$ cat config.mk
export PLATFORM = sky130hd
export DESIGN_NAME = wide_word_uart_tx
export DESIGN_NICKNAME = d
export VERILOG_FILES = /design/src/rtl/wide_word_uart_tx.sv
export SDC_FILE = /design/constraint.sdc
export NUM_CORES = 1
export LEC_CHECK = 0
export CORE_MARGIN = 2
export CORE_UTILIZATION = 30
export CTS_BUF_LIST = sky130_fd_sc_hd__clkbuf_16
export DETAILED_ROUTE_END_ITERATION = 16
export PLACE_DENSITY_LB_ADDON = 0.08
export SYNTH_ARGS = -nofsm -noshare
export SYNTH_HDL_FRONTEND = slang
export SYNTH_SLANG_ARGS = --single-unit
$ cat constraint.sdc
create_clock -name clock -period 6.5 [get_ports clock]
set_input_delay 1.3 -clock clock [delete_from_list [all_inputs] [get_ports clock]]
set_output_delay 1.3 -clock clock [all_outputs]
set_load 0.1 [all_outputs]
$ cat src/rtl/wide_word_uart_tx.sv
// Wide operand to 8N1 UART byte stream serialiser.
// Latency: tx falls one cycle after start is accepted; done rises NFRAMES*10 + (NFRAMES-1)*GAP_BITS bit-times later.
// Backpressure: none; start is only honoured in IDLE, and start or data changes while busy are ignored.
//
// Snapshots DATA_W bits on an accepted start, then sends NBYTES frames
// (start bit, 8 data bits LSB first, stop bit). Optional idle-high gap between frames.
// Byte order: MSB_FIRST=0 sends data[7:0] first; MSB_FIRST=1 sends the top byte first.
// Optional macro WIDE_TXD_CHECKSUM_EN appends one frame holding the XOR of all data bytes.
//
// Ports:
//   clock     system clock
//   reset     synchronous, active-high
//   start     transfer request, accepted only in IDLE
//   data      operand, captured on the accepting edge
//   busy      high while a transfer is in flight
//   done      level, set when the last frame completes, cleared by the next accepted start
//   tx        UART line, idles high
//   byte_idx  frames fully sent in the current transfer, saturating at NFRAMES
module wide_word_uart_tx #(
  parameter int DATA_W       = 512,
  parameter int CLKS_PER_BIT = 868,
  parameter bit MSB_FIRST    = 1'b0,
  parameter int GAP_BITS     = 0,
`ifdef WIDE_TXD_CHECKSUM_EN
  localparam int NFRAMES     = DATA_W / 8 + 1,
`else
  localparam int NFRAMES     = DATA_W / 8,
`endif
  localparam int BIDX_W      = $clog2(NFRAMES + 1)
) (
  input  logic              clock,
  input  logic              reset,
  input  logic              start,
  input  logic [DATA_W-1:0] data,
  output logic              busy,
  output logic              done,
  output logic              tx,
  output logic [BIDX_W-1:0] byte_idx
);

  localparam int NBYTES   = DATA_W / 8;
  localparam int GAP_CLKS = GAP_BITS * CLKS_PER_BIT;
  localparam int CNT_MAX  = (GAP_CLKS > CLKS_PER_BIT) ? GAP_CLKS : CLKS_PER_BIT;
  localparam int CNT_W    = $clog2(CNT_MAX);

  localparam logic [CNT_W-1:0]  BIT_LAST   = CNT_W'(CLKS_PER_BIT - 1);
  localparam logic [CNT_W-1:0]  GAP_LAST   = CNT_W'((GAP_CLKS > 0) ? GAP_CLKS - 1 : 0);
  localparam logic [BIDX_W-1:0] LAST_FRAME = BIDX_W'(NFRAMES - 1);
  localparam logic [BIDX_W-1:0] ALL_FRAMES = BIDX_W'(NFRAMES);

  typedef enum logic [2:0] {
    ST_IDLE,
    ST_START,
    ST_DATA,
    ST_STOP,
    ST_GAP,
    ST_DONE
  } state_t;

  state_t             r_state;
  state_t             w_state_nxt;
  logic [DATA_W-1:0]  r_shift;
  logic [CNT_W-1:0]   r_clk_cnt;
  logic [2:0]         r_bit_cnt;
  logic [BIDX_W-1:0]  r_byte_idx;
  logic               r_tx;
  logic               r_busy;
  logic               r_done;

  logic [7:0]         w_cur_byte;
  logic [7:0]         w_frame_byte;
  logic [DATA_W-1:0]  w_shift_nxt;
  logic               w_bit_end;
  logic               w_gap_end;
  logic               w_last_frame;
  logic               w_line;

  // The byte on air always sits at the outgoing end of the snapshot, so
  // selection is a fixed slice and the shift moves the next byte into place.
  assign w_cur_byte   = MSB_FIRST ? r_shift[DATA_W-1 -: 8] : r_shift[7:0];
  assign w_shift_nxt  = MSB_FIRST ? (r_shift << 8) : (r_shift >> 8);
  assign w_bit_end    = (r_clk_cnt == BIT_LAST);
  assign w_gap_end    = (r_clk_cnt == GAP_LAST);
  assign w_last_frame = (r_byte_idx == LAST_FRAME);

`ifdef WIDE_TXD_CHECKSUM_EN
  logic [7:0] r_csum;
  logic       w_csum_frame;

  // Once all data bytes are out, byte_idx equals NBYTES and the trailing frame is the checksum.
  assign w_csum_frame = (r_byte_idx == BIDX_W'(NBYTES));
  assign w_frame_byte = w_csum_frame ? r_csum : w_cur_byte;

  // Each data byte is folded in as its frame completes, before the shifter advances.
  always_ff @(posedge clock) begin
    if (reset) begin
      r_csum <= 8'h00;
    end else if (r_state == ST_IDLE && start) begin
      r_csum <= 8'h00;
    end else if (r_state == ST_STOP && w_bit_end && !w_csum_frame) begin
      r_csum <= r_csum ^ w_cur_byte;
    end
  end
`else
  assign w_frame_byte = w_cur_byte;
`endif

  always_ff @(posedge clock) begin
    if (reset) begin
      r_state <= ST_IDLE;
    end else begin
      r_state <= w_state_nxt;
    end
  end

  // The line level is decoded from the current state and registered, so tx
  // lags the state by one cycle and is glitch-free at the pin.
  always_comb begin
    w_state_nxt = r_state;
    w_line      = 1'b1;
    case (r_state)
      ST_IDLE: begin
        if (start) w_state_nxt = ST_START;
      end
      ST_START: begin
        w_line = 1'b0;
        if (w_bit_end) w_state_nxt = ST_DATA;
      end
      ST_DATA: begin
        w_line = w_frame_byte[r_bit_cnt];
        if (w_bit_end && r_bit_cnt == 3'd7) w_state_nxt = ST_STOP;
      end
      ST_STOP: begin
        if (w_bit_end) begin
          if (w_last_frame)      w_state_nxt = ST_DONE;
          else if (GAP_CLKS > 0) w_state_nxt = ST_GAP;
          else                   w_state_nxt = ST_START;
        end
      end
      ST_GAP: begin
        if (w_gap_end) w_state_nxt = ST_START;
      end
      ST_DONE: begin
        w_state_nxt = ST_IDLE;
      end
      default: begin
        w_state_nxt = ST_IDLE;
      end
    endcase
  end

  always_ff @(posedge clock) begin
    if (reset) begin
      r_shift    <= '0;
      r_clk_cnt  <= '0;
      r_bit_cnt  <= 3'd0;
      r_byte_idx <= '0;
      r_tx       <= 1'b1;
      r_busy     <= 1'b0;
      r_done     <= 1'b0;
    end else begin
      r_tx <= w_line;
      case (r_state)
        ST_IDLE: begin
          if (start) begin
            r_shift    <= data;
            r_busy     <= 1'b1;
            r_done     <= 1'b0;
            r_byte_idx <= '0;
            r_clk_cnt  <= '0;
            r_bit_cnt  <= 3'd0;
          end
        end
        ST_START: begin
          r_clk_cnt <= w_bit_end ? '0 : r_clk_cnt + CNT_W'(1);
        end
        ST_DATA: begin
          r_clk_cnt <= w_bit_end ? '0 : r_clk_cnt + CNT_W'(1);
          // Wraps 7 -> 0 so the next frame starts at bit 0.
          if (w_bit_end) r_bit_cnt <= r_bit_cnt + 3'd1;
        end
        ST_STOP: begin
          r_clk_cnt <= w_bit_end ? '0 : r_clk_cnt + CNT_W'(1);
          if (w_bit_end) begin
            if (r_byte_idx != ALL_FRAMES) r_byte_idx <= r_byte_idx + BIDX_W'(1);
            r_shift <= w_shift_nxt;
          end
        end
        ST_GAP: begin
          r_clk_cnt <= w_gap_end ? '0 : r_clk_cnt + CNT_W'(1);
        end
        ST_DONE: begin
          r_done <= 1'b1;
          r_busy <= 1'b0;
        end
        default: begin
          r_clk_cnt <= '0;
        end
      endcase
    end
  end

  assign busy     = r_busy;
  assign done     = r_done;
  assign tx       = r_tx;
  assign byte_idx = r_byte_idx;

endmodule

==> results of run 1 <==
## layout by cell type, fill, tap and decap left out, types with 8 or more instances in the layout
master           synthesis  routed
dfxtp_1                538     538
a22oi_1                  9       9
clkinv_1                 0      17
clkdlybuf4s50_1          0     523
inv_1                   11      27
a21oi_1                 19      19
nand2_1               1024    1024
nand3_1                  9       9
a311oi_1               471     471
nor2_1                 526     526
a311oi_2                33      33
buf_12                   0      12
buf_4                   34       8
clkbuf_16                0      66
## cell type report
class / instances / area [µm²] / share of cell area (%)
Antenna cell: 3 / 7.51 / 0.0243
Clock buffer: 66 / 1650 / 5.34
Clock inverter: 50 / 309 / 0.999
Inverter: 11 / 41.3 / 0.133
Multi-Input combinational cell: 2170 / 11300 / 36.5
Sequential cell: 538 / 10800 / 34.8
Tap cell: 1050 / 1310 / 4.25
Timing Repair Buffer: 544 / 5550 / 17.9
## flip-flops by register name, indices dropped and copies added (netlist names)
register,count
r_shift,512
byte_idx,7
r_state,3
r_bit_cnt,3
busy,1
done,1
r_clk_cnt,10
tx,1
## synthesized netlist by cell type (3+ instances only)
library cell	instances	area, µm²
a31oi_1	6	37.5
nand3_1	9	45.0
o211ai_1	3	22.5
a22oi_1	9	67.6
and3_1	5	31.3
clkbuf_1	174	653
buf_6	49	552
nand2b_1	4	25.0
dfxtp_1	538	10800
or3_1	4	25.0
nor3_1	3	15.0
nand4_1	3	18.8
buf_2	27	135
a21oi_1	19	95.1
o21ai_0	6	30.0
a311oi_1	471	4130
nand2_1	1024	3840
a311oi_2	33	495
or2_2	3	18.8
nor2_1	526	1970
ha_1	6	75.1
inv_1	11	41.3
o31ai_1	3	22.5
buf_4	34	255
## per-layer routing
metal  GRT usage (%)  wire length (µm)  up-vias
met2            32.8             40100      512
li1                -                 -    11145
met3            3.70              4300      107
met1            25.8             36900    10721
met5               0               174        -
met4            4.52              1330       26
## worst register-to-register path: cells and delay by family, from the launching register on
kind | cells | cell delay [ps]
and+or+nand+nor | 2 | 370
AOI/OAI and AO/OA | 2 | 1150
buffers and inverters | 3 | 1410
DFF | 1 | 630
## kinds of logic after synthesis
family | after synthesis | share of synthesized area [%]
flops | 538 | 45.4
fa+ha+maj | 6 | 0.316
compound gates | 564 | 21.1
mux | 4 | 0.274
simple gates | 1593 | 25.7
xor+xnor | 3 | 0.111
buf+inv | 298 | 7.04
## how the worst min path moves through the flow
stage | endpoint | from | slack [ps]
6_report | r_shift[47] | r_shift[55] | 460
5_1_grt | r_shift[258] | r_shift[266] | 490
4_1_cts | r_shift[47] | r_shift[55] | 460
3_5_place_dp | r_shift[136] | r_shift[144] | 470
3_3_place_gp | r_shift[128] | r_shift[136] | 460
2_1_floorplan | r_clk_cnt[9] | r_clk_cnt[9] | 450
## power groups by stage
| stage | logic [µW] | registers (µW) | clock network, µW |
|---|---|---|---|
| after global placement | 1060 | 3820 | 0 |
| after CTS | 1080 | 3760 | 3530 |
| final | 1080 | 3760 | 3410 |
| after global routing | 1200 | 3790 | 3650 |
| after detailed placement | 1080 | 3830 | 0 |
| after floorplan | 690 | 3790 | 0 |
## per-stage QoR
stage | instance area [µm²] | total power, µW | instances | worst slack (ps)
2_1_floorplan | 23700 | 4480 | 3006 | 3780
3_3_place_gp | 29000 | 4880 | 4313 | 2350
3_5_place_dp | 29000 | 4900 | 4313 | 2240
4_1_cts | 30900 | 8370 | 4429 | 2890
5_1_grt | 30900 | 8650 | 4431 | 2600
6_report | 30900 | 8250 | 4432 | 2800
==> impl_metrics.env, run 1 <==
export IMPL_status="completed"
export IMPL_cts_resized=0
export IMPL_grtUsageTotal_pct=19.5
export IMPL_insertion_delay_ps=600
export IMPL_fin_crit_sh_pct=56.9
export IMPL_clockRootBuffer="clkbuf_16"
export IMPL_path_max_fanout=135
export IMPL_finalWeightedCongestion=0.811
export IMPL_maxSlewHeadroom_pct=13.7
export IMPL_ys_ff_latch=538
export IMPL_crit_chain="clkdlybuf4s50_1, nor3b_1, nand2_1, o21ai_4, buf_12, buf_12, nor2_1, a311oi_1"
export IMPL_cts_max_level=3
export IMPL_vias=22511
export IMPL_cp_data_arrival_time_ps=4170
export IMPL_internal_power_uw=6080
export IMPL_ys_flop_type="dfxtp_1"
export IMPL_ctsHoldBuffers=0
export IMPL_tightest_slew_ps=1290
export IMPL_synthToLayoutAreaGrowth_pct=30.4
export IMPL_async_reset_ff_share_pct=0
export IMPL_max_cap_violations=0
export IMPL_cpLargestDelayFamily="buffers and inverters"
export IMPL_min_path_type="register to register"
export IMPL_r2r_setup_slack_ps=2830
export IMPL_power_frac_comb_pct=13.1
export IMPL_numCtsBuffers=66
export IMPL_clock_power_share_pct=41.4
export IMPL_worstSetupPathType="input pin to register"
export IMPL_rsz0062_at_grt="no"
export IMPL_cts_setup_buffers=0
export IMPL_cp_num_buf_inv=3
export IMPL_core_area_um2=78600
export IMPL_finalHoldViolations=0
export IMPL_peakVddDrop_mv=0.147
export IMPL_antenna_found_initial=16
export IMPL_path_common_cell="buf_12"
export IMPL_ant_nets=0
export IMPL_reg2regPathDepth=7
export IMPL_p_switching_uw=2170
export IMPL_die_h_um=285
export IMPL_drtIter0Drc=1620
export IMPL_syn_area_um2=23700
export IMPL_path_clk_slew_ps=60
export IMPL_cts_sinks=538
export IMPL_path_depth=8
export IMPL_rows=103
export IMPL_clk_path_buf_depth=3
export IMPL_critical_path_required_ps=6980
export IMPL_grt_overflow=0
export IMPL_io_pins=525
export IMPL_fin_skew_ps=25.4
export IMPL_layout_nets=3852
export IMPL_grt_max_degree=230
export IMPL_drv_slew=0
export IMPL_regToRegEndpoint="r_shift[319]"
export IMPL_dieArea_um2=81300
export IMPL_vias_per_cell=5.08
export IMPL_finalSetupTns_ps=0
export IMPL_drc=0
export IMPL_start_util_pct=30.2
export IMPL_endpoint_kind="register"
export IMPL_switching_share_pct=26.3
export IMPL_die_x_um=285
export IMPL_routed_wl_um=82900
export IMPL_drive_above_1_share_pct=4.44
export IMPL_wl_per_cell_um=18.7
export IMPL_post_route_min_period_ps=3700
export IMPL_syn_nets=3527
export IMPL_clock_fmax_mhz=271
export IMPL_yosysUniqueCellTypes=51
export IMPL_p_seq_share_pct=45.5
export IMPL_ys_seq_area_share_pct=45.4
export IMPL_holdWs_ps=464
export IMPL_power_leakage_uw=0.0116
export IMPL_firstDrtPassIters=6
export IMPL_synth_warning_count=0
export IMPL_grt_pass1_wl_um=127000
export IMPL_synth_edff_count=0
export IMPL_p_per_area_nw_per_um2=267
export IMPL_cts_tree="built"
export IMPL_max_stage_delay_ps=540
export IMPL_min_path_cells=2
export IMPL_regToRegStartpoint="r_state[1]"
export IMPL_start_kind="input pin"
export IMPL_startpoint="start"
export IMPL_port_buffers=524
export IMPL_dp_hpwl_um=54400
export IMPL_fin_util_pct=39.4
export IMPL_syn_inst=3006
export IMPL_endpoint="r_shift[319]"
export IMPL_setup_violations=0
export IMPL_syn_avg_cell_area_um2=7.89
export IMPL_cp_slowest_cell="clkdlybuf4s50_1"
export IMPL_fillers=8260
export IMPL_grt_pass1_vias=21653
No activity file was read; power rests on OpenSTA's default activity.
==> run 2: changes to the inputs <==
==> constraint.sdc (replaced) <==
create_clock -name clock -period 3.32 [get_ports clock]
set_input_delay 0.664 -clock clock [delete_from_list [all_inputs] [get_ports clock]]
set_output_delay 0.664 -clock clock [all_outputs]
set_load 0.1 [all_outputs]
==> impl_metrics.env, run 2 (same netlist as run 1, synthesis figures left out) <==
export IMPL_finalSetupTns_ps=0
export IMPL_setup_violations=0
export IMPL_min_path_type="register to register"
export IMPL_endpoint_kind="register"
export IMPL_critical_path_required_ps=3790
export IMPL_holdWs_ps=465
export IMPL_die_x_um=285
export IMPL_worstSetupPathType="register to register"
export IMPL_die_h_um=285
export IMPL_mostFrequentLayoutCells="1,024 x nand2_1, 538 x dfxtp_1, 526 x nor2_1, 513 x clkdlybuf4s50_1, 471 x a311oi_1"
export IMPL_largest_reg_flops=512
export IMPL_drc=0
export IMPL_insertion_delay_ps=600
export IMPL_path_max_fanout=80
export IMPL_fin_skew_ps=22.4
export IMPL_start_util_pct=30.2
export IMPL_clockRootBuffer="clkbuf_16"
export IMPL_firstDrtPassIters=5
export IMPL_rsz0062_at_grt="no"
export IMPL_vias_per_cell=5.05
export IMPL_finalInstanceArea_um2=31500
export IMPL_finalHoldViolations=0
export IMPL_synthToLayoutAreaGrowth_pct=32.6
export IMPL_grt_overflow=0
export IMPL_antenna_found_initial=20
export IMPL_power_leakage_uw=0.0119
export IMPL_ant_nets=0
export IMPL_ctsHoldBuffers=0
export IMPL_dieArea_um2=81300
export IMPL_drive_above_1_share_pct=6.03
export IMPL_cts_max_level=3
export IMPL_fin_crit_sh_pct=83.4
export IMPL_finalWeightedCongestion=0.806
export IMPL_routed_wl_um=82900
export IMPL_io_pins=525
export IMPL_core_area_um2=78600
export IMPL_cts_resized=0
export IMPL_drv_slew=0
export IMPL_post_route_min_period_ps=2770
export IMPL_clk_path_buf_depth=3
export IMPL_cts_sinks=538
export IMPL_peakVddDrop_mv=0.319
export IMPL_cts_tree="built"
export IMPL_port_buffers=524
export IMPL_regMostFlops="r_shift"
export IMPL_maxSlewHeadroom_pct=44.2
export IMPL_layout_nets=3896
export IMPL_numCtsBuffers=66
export IMPL_wl_per_cell_um=18.5
export IMPL_max_cap_violations=0
export IMPL_mostFrequentLayoutCell="nand2_1"
export IMPL_rows=103
export IMPL_cts_setup_buffers=0
export IMPL_cp_data_arrival_time_ps=3240
export IMPL_grt_max_degree=120
export IMPL_grt_pass1_wl_um=129000
export IMPL_tightest_slew_ps=836
export IMPL_grtUsageTotal_pct=19.8
export IMPL_grt_pass1_vias=22364
export IMPL_clock_fmax_mhz=361
export IMPL_dp_hpwl_um=57900
export IMPL_vias=22582
export IMPL_drtIter0Drc=1404
export IMPL_dpl_instance_area_um2=29500
export IMPL_p_per_area_nw_per_um2=517
export IMPL_start_kind="register"
export IMPL_status="completed"
export IMPL_path_clk_slew_ps=60
-- run 2: cell types whose count changed in the layout (fill, tap and decap cells not counted) --
cell,delta
clkbuf_16,+3
clkdlybuf4s50_1,-10
buf_4,+39
clkinv_8,+1
buf_12,+15
inv_1,-2
inv_6,-3
clkinv_2,+3
clkinv_1,-4
bufinv_16,-1
diode_2,+2
clkinvlp_4,-2
inv_8,+1
-- run 2: final cells by class --
type	count	area, µm²
Antenna cell	5	12.5
Clock buffer	69	1730
Clock inverter	43	258
Fill cell	8121	47200
Inverter	11	41.3
Multi-Input combinational cell	2170	11300
Sequential cell	538	10800
Tap cell	1050	1310
Timing Repair Buffer	588	6040
-- run 2: worst max-delay path, stage by stage (launching register included) --
cell and delay (ps):
dfxtp_1 350, or4_4 550, or3_4 450, o21ai_4 280, buf_12 260, buf_12 330
nor2_1 70, a311oi_1 300
-- run 2: metrics by stage --
stage	util (%)	worst slack (ps)	cells	total power, µW
after floorplan	-	970	3006	8760
after global placement	37.5	468	4357	9650
after detailed placement	37.5	297	4357	9700
after CTS	40.0	575	4469	16500
after global routing	40.0	433	4473	17100
final	40.0	551	4474	16300
-- run 2: path summary, 6_finish.rpt --
path	startpoint	end	slack (ps)	cells after the start
setup / recovery	r_clk_cnt[3]	r_shift[388]	550	7
hold / removal	r_shift[459]	r_shift[451]	470	2
hold reg to reg	r_shift[459]	r_shift[451]	470	2
setup reg to reg	r_clk_cnt[3]	r_shift[388]	550	7
-- run 2: per-layer routing --
layer  part of all wire [%]  global-route usage (%)  vias up
li1                       -                       -    11258
met1                     44                    25.4    10684
met2                     49                    33.7      490
met3                    5.0                    4.06      120
met4                    1.9                    4.90       30
met5                   0.24                       0        -
-- run 2: where the power goes --
part	internal (µW)	switching, µW	total [µW]
registers	7040	324	7370
logic	1140	1060	2200
clock network	3830	2860	6700
==> run 3: changes to the inputs <==
==> constraint.sdc (replaced) <==
create_clock -name clock -period 2.8 [get_ports clock]
set_input_delay 0.56 -clock clock [delete_from_list [all_inputs] [get_ports clock]]
set_output_delay 0.56 -clock clock [all_outputs]
set_load 0.1 [all_outputs]
==> impl_metrics.env, run 3 (same netlist as run 1, synthesis figures left out) <==
export IMPL_regToRegEndpoint="r_shift[479]"
export IMPL_drtIter0Drc=1489
export IMPL_start_kind="register"
export IMPL_setup_violations=0
export IMPL_cts_sinks=538
export IMPL_finalInstanceArea_um2=31600
export IMPL_io_pins=525
export IMPL_min_path_cells=2
export IMPL_regMostFlops="r_shift"
export IMPL_mostFrequentLayoutCell="nand2_1"
export IMPL_clock_fmax_mhz=383
export IMPL_die_h_um=285
export IMPL_dp_hpwl_um=59300
export IMPL_drive_above_1_share_pct=6.20
export IMPL_port_buffers=524
export IMPL_vias_per_cell=5.05
export IMPL_finalSetupTns_ps=0
export IMPL_path_max_fanout=72
export IMPL_wl_per_cell_um=18.6
export IMPL_cp_num_buf_inv=2
export IMPL_regToRegStartpoint="r_clk_cnt[3]"
export IMPL_endpoint_kind="register"
export IMPL_crit_chain="or4_4, or3_4, o21ai_4, buf_12, buf_12, nor2_1, a311oi_1"
export IMPL_start_util_pct=30.2
export IMPL_worstSetupPathType="register to register"
export IMPL_path_common_cell="buf_12"
export IMPL_drc=0
export IMPL_p_per_area_nw_per_um2=605
export IMPL_rsz0062_at_grt="no"
export IMPL_die_x_um=285
export IMPL_grt_pass1_vias=22425
export IMPL_reg2regPathDepth=7
export IMPL_critical_path_required_ps=3300
export IMPL_ctsHoldBuffers=0
export IMPL_min_path_type="input pin to register"
export IMPL_largest_reg_flops=512
export IMPL_tightest_slew_ps=640
export IMPL_layout_nets=3908
export IMPL_mostFrequentLayoutCells="1,024 x nand2_1, 538 x dfxtp_1, 526 x nor2_1, 513 x clkdlybuf4s50_1, 471 x a311oi_1"
export IMPL_cp_slowest_cell="or4_4"
export IMPL_r2r_setup_slack_ps=190
export IMPL_grtUsageTotal_pct=19.8
export IMPL_cts_resized=0
export IMPL_cp_data_arrival_time_ps=3110
export IMPL_post_route_min_period_ps=2610
export IMPL_path_depth=7
export IMPL_rows=103
export IMPL_dieArea_um2=81300
export IMPL_power_leakage_uw=0.0120
export IMPL_finalWeightedCongestion=0.817
export IMPL_firstDrtPassIters=7
export IMPL_vias=22664
export IMPL_core_area_um2=78600
export IMPL_cts_tree="built"
export IMPL_fillers=8080
export IMPL_hp_start="reset"
export IMPL_grt_pass1_wl_um=129000
export IMPL_antenna_found_initial=11
export IMPL_ant_nets=0
export IMPL_maxSlewHeadroom_pct=57.3
export IMPL_clockRootBuffer="clkbuf_16"
export IMPL_finalHoldViolations=0
export IMPL_max_stage_delay_ps=550
export IMPL_cts_setup_buffers=0
export IMPL_fin_crit_sh_pct=93.3
export IMPL_cpLargestDelayFamily="simple AND/OR/NAND/NOR gates"
export IMPL_peakVddDrop_mv=0.423
export IMPL_grt_max_degree=118
export IMPL_grt_overflow=0
export IMPL_numCtsBuffers=61
export IMPL_hold_end="r_shift[19]"
export IMPL_synthToLayoutAreaGrowth_pct=33.0
export IMPL_insertion_delay_ps=620
export IMPL_cts_max_level=2
export IMPL_clk_path_buf_depth=3
export IMPL_fin_skew_ps=23.5
export IMPL_path_clk_slew_ps=60
export IMPL_dpl_instance_area_um2=29700
export IMPL_max_cap_violations=0
export IMPL_routed_wl_um=83400
export IMPL_status="completed"
export IMPL_drv_slew=0
run 3: cell count changes in the layout (fill, tap and decap cells not counted), sizes merged:
cell and delta:
clkinv -3, clkbuf -6, buf +17, diode -2
bufinv +4, inv +3
run 3: cell type report:
type | instances | area, µm² | area share [%]
multi-input combinational | 2170 | 11300 | 35.8
sequential | 538 | 10800 | 34.1
timing repair buffer | 605 | 6230 | 19.8
clock buffer | 63 | 1580 | 5.00
tap | 1050 | 1310 | 4.16
clock inverter | 47 | 320 | 1.02
inverter | 11 | 41.3 | 0.131
antenna | 3 | 7.51 | 0.0238
run 3: routing by layer:
layer | routed length, µm | track usage (%)
met1 | 37100 | 25.7
met2 | 40400 | 33.9
met3 | 3860 | 3.05
met4 | 1910 | 5.37
met5 | 106 | 0
run 3: power breakdown:
| part | total [µW] | internal, µW | switching (µW) |
|---|---|---|---|
| combinational | 2650 | 1370 | 1280 |
| clock | 7710 | 4470 | 3240 |
| sequential | 8730 | 8350 | 382 |
run 3: worst max path at each step:
stage	from	endpoint
final	r_clk_cnt[3]	r_shift[479]
after global routing	r_clk_cnt[3]	r_shift[472]
after CTS	r_clk_cnt[3]	r_shift[351]
after detailed placement	start	r_shift[351]
after global placement	start	r_shift[330]
after floorplan	byte_idx[0]	byte_idx[1]
run 3: per-stage QoR:
step	std cells	utilization [%]	hold WS [ps]	power [µW]	worst slack [ps]
detailed placement	4374	37.7	466	11500	108
CTS	4484	40.1	362	19400	180
global placement	4374	37.7	462	11500	150
global route	4487	40.1	410	20000	22.8
finish	4487	40.1	408	19100	186
floorplan	3006	-	452	10400	450
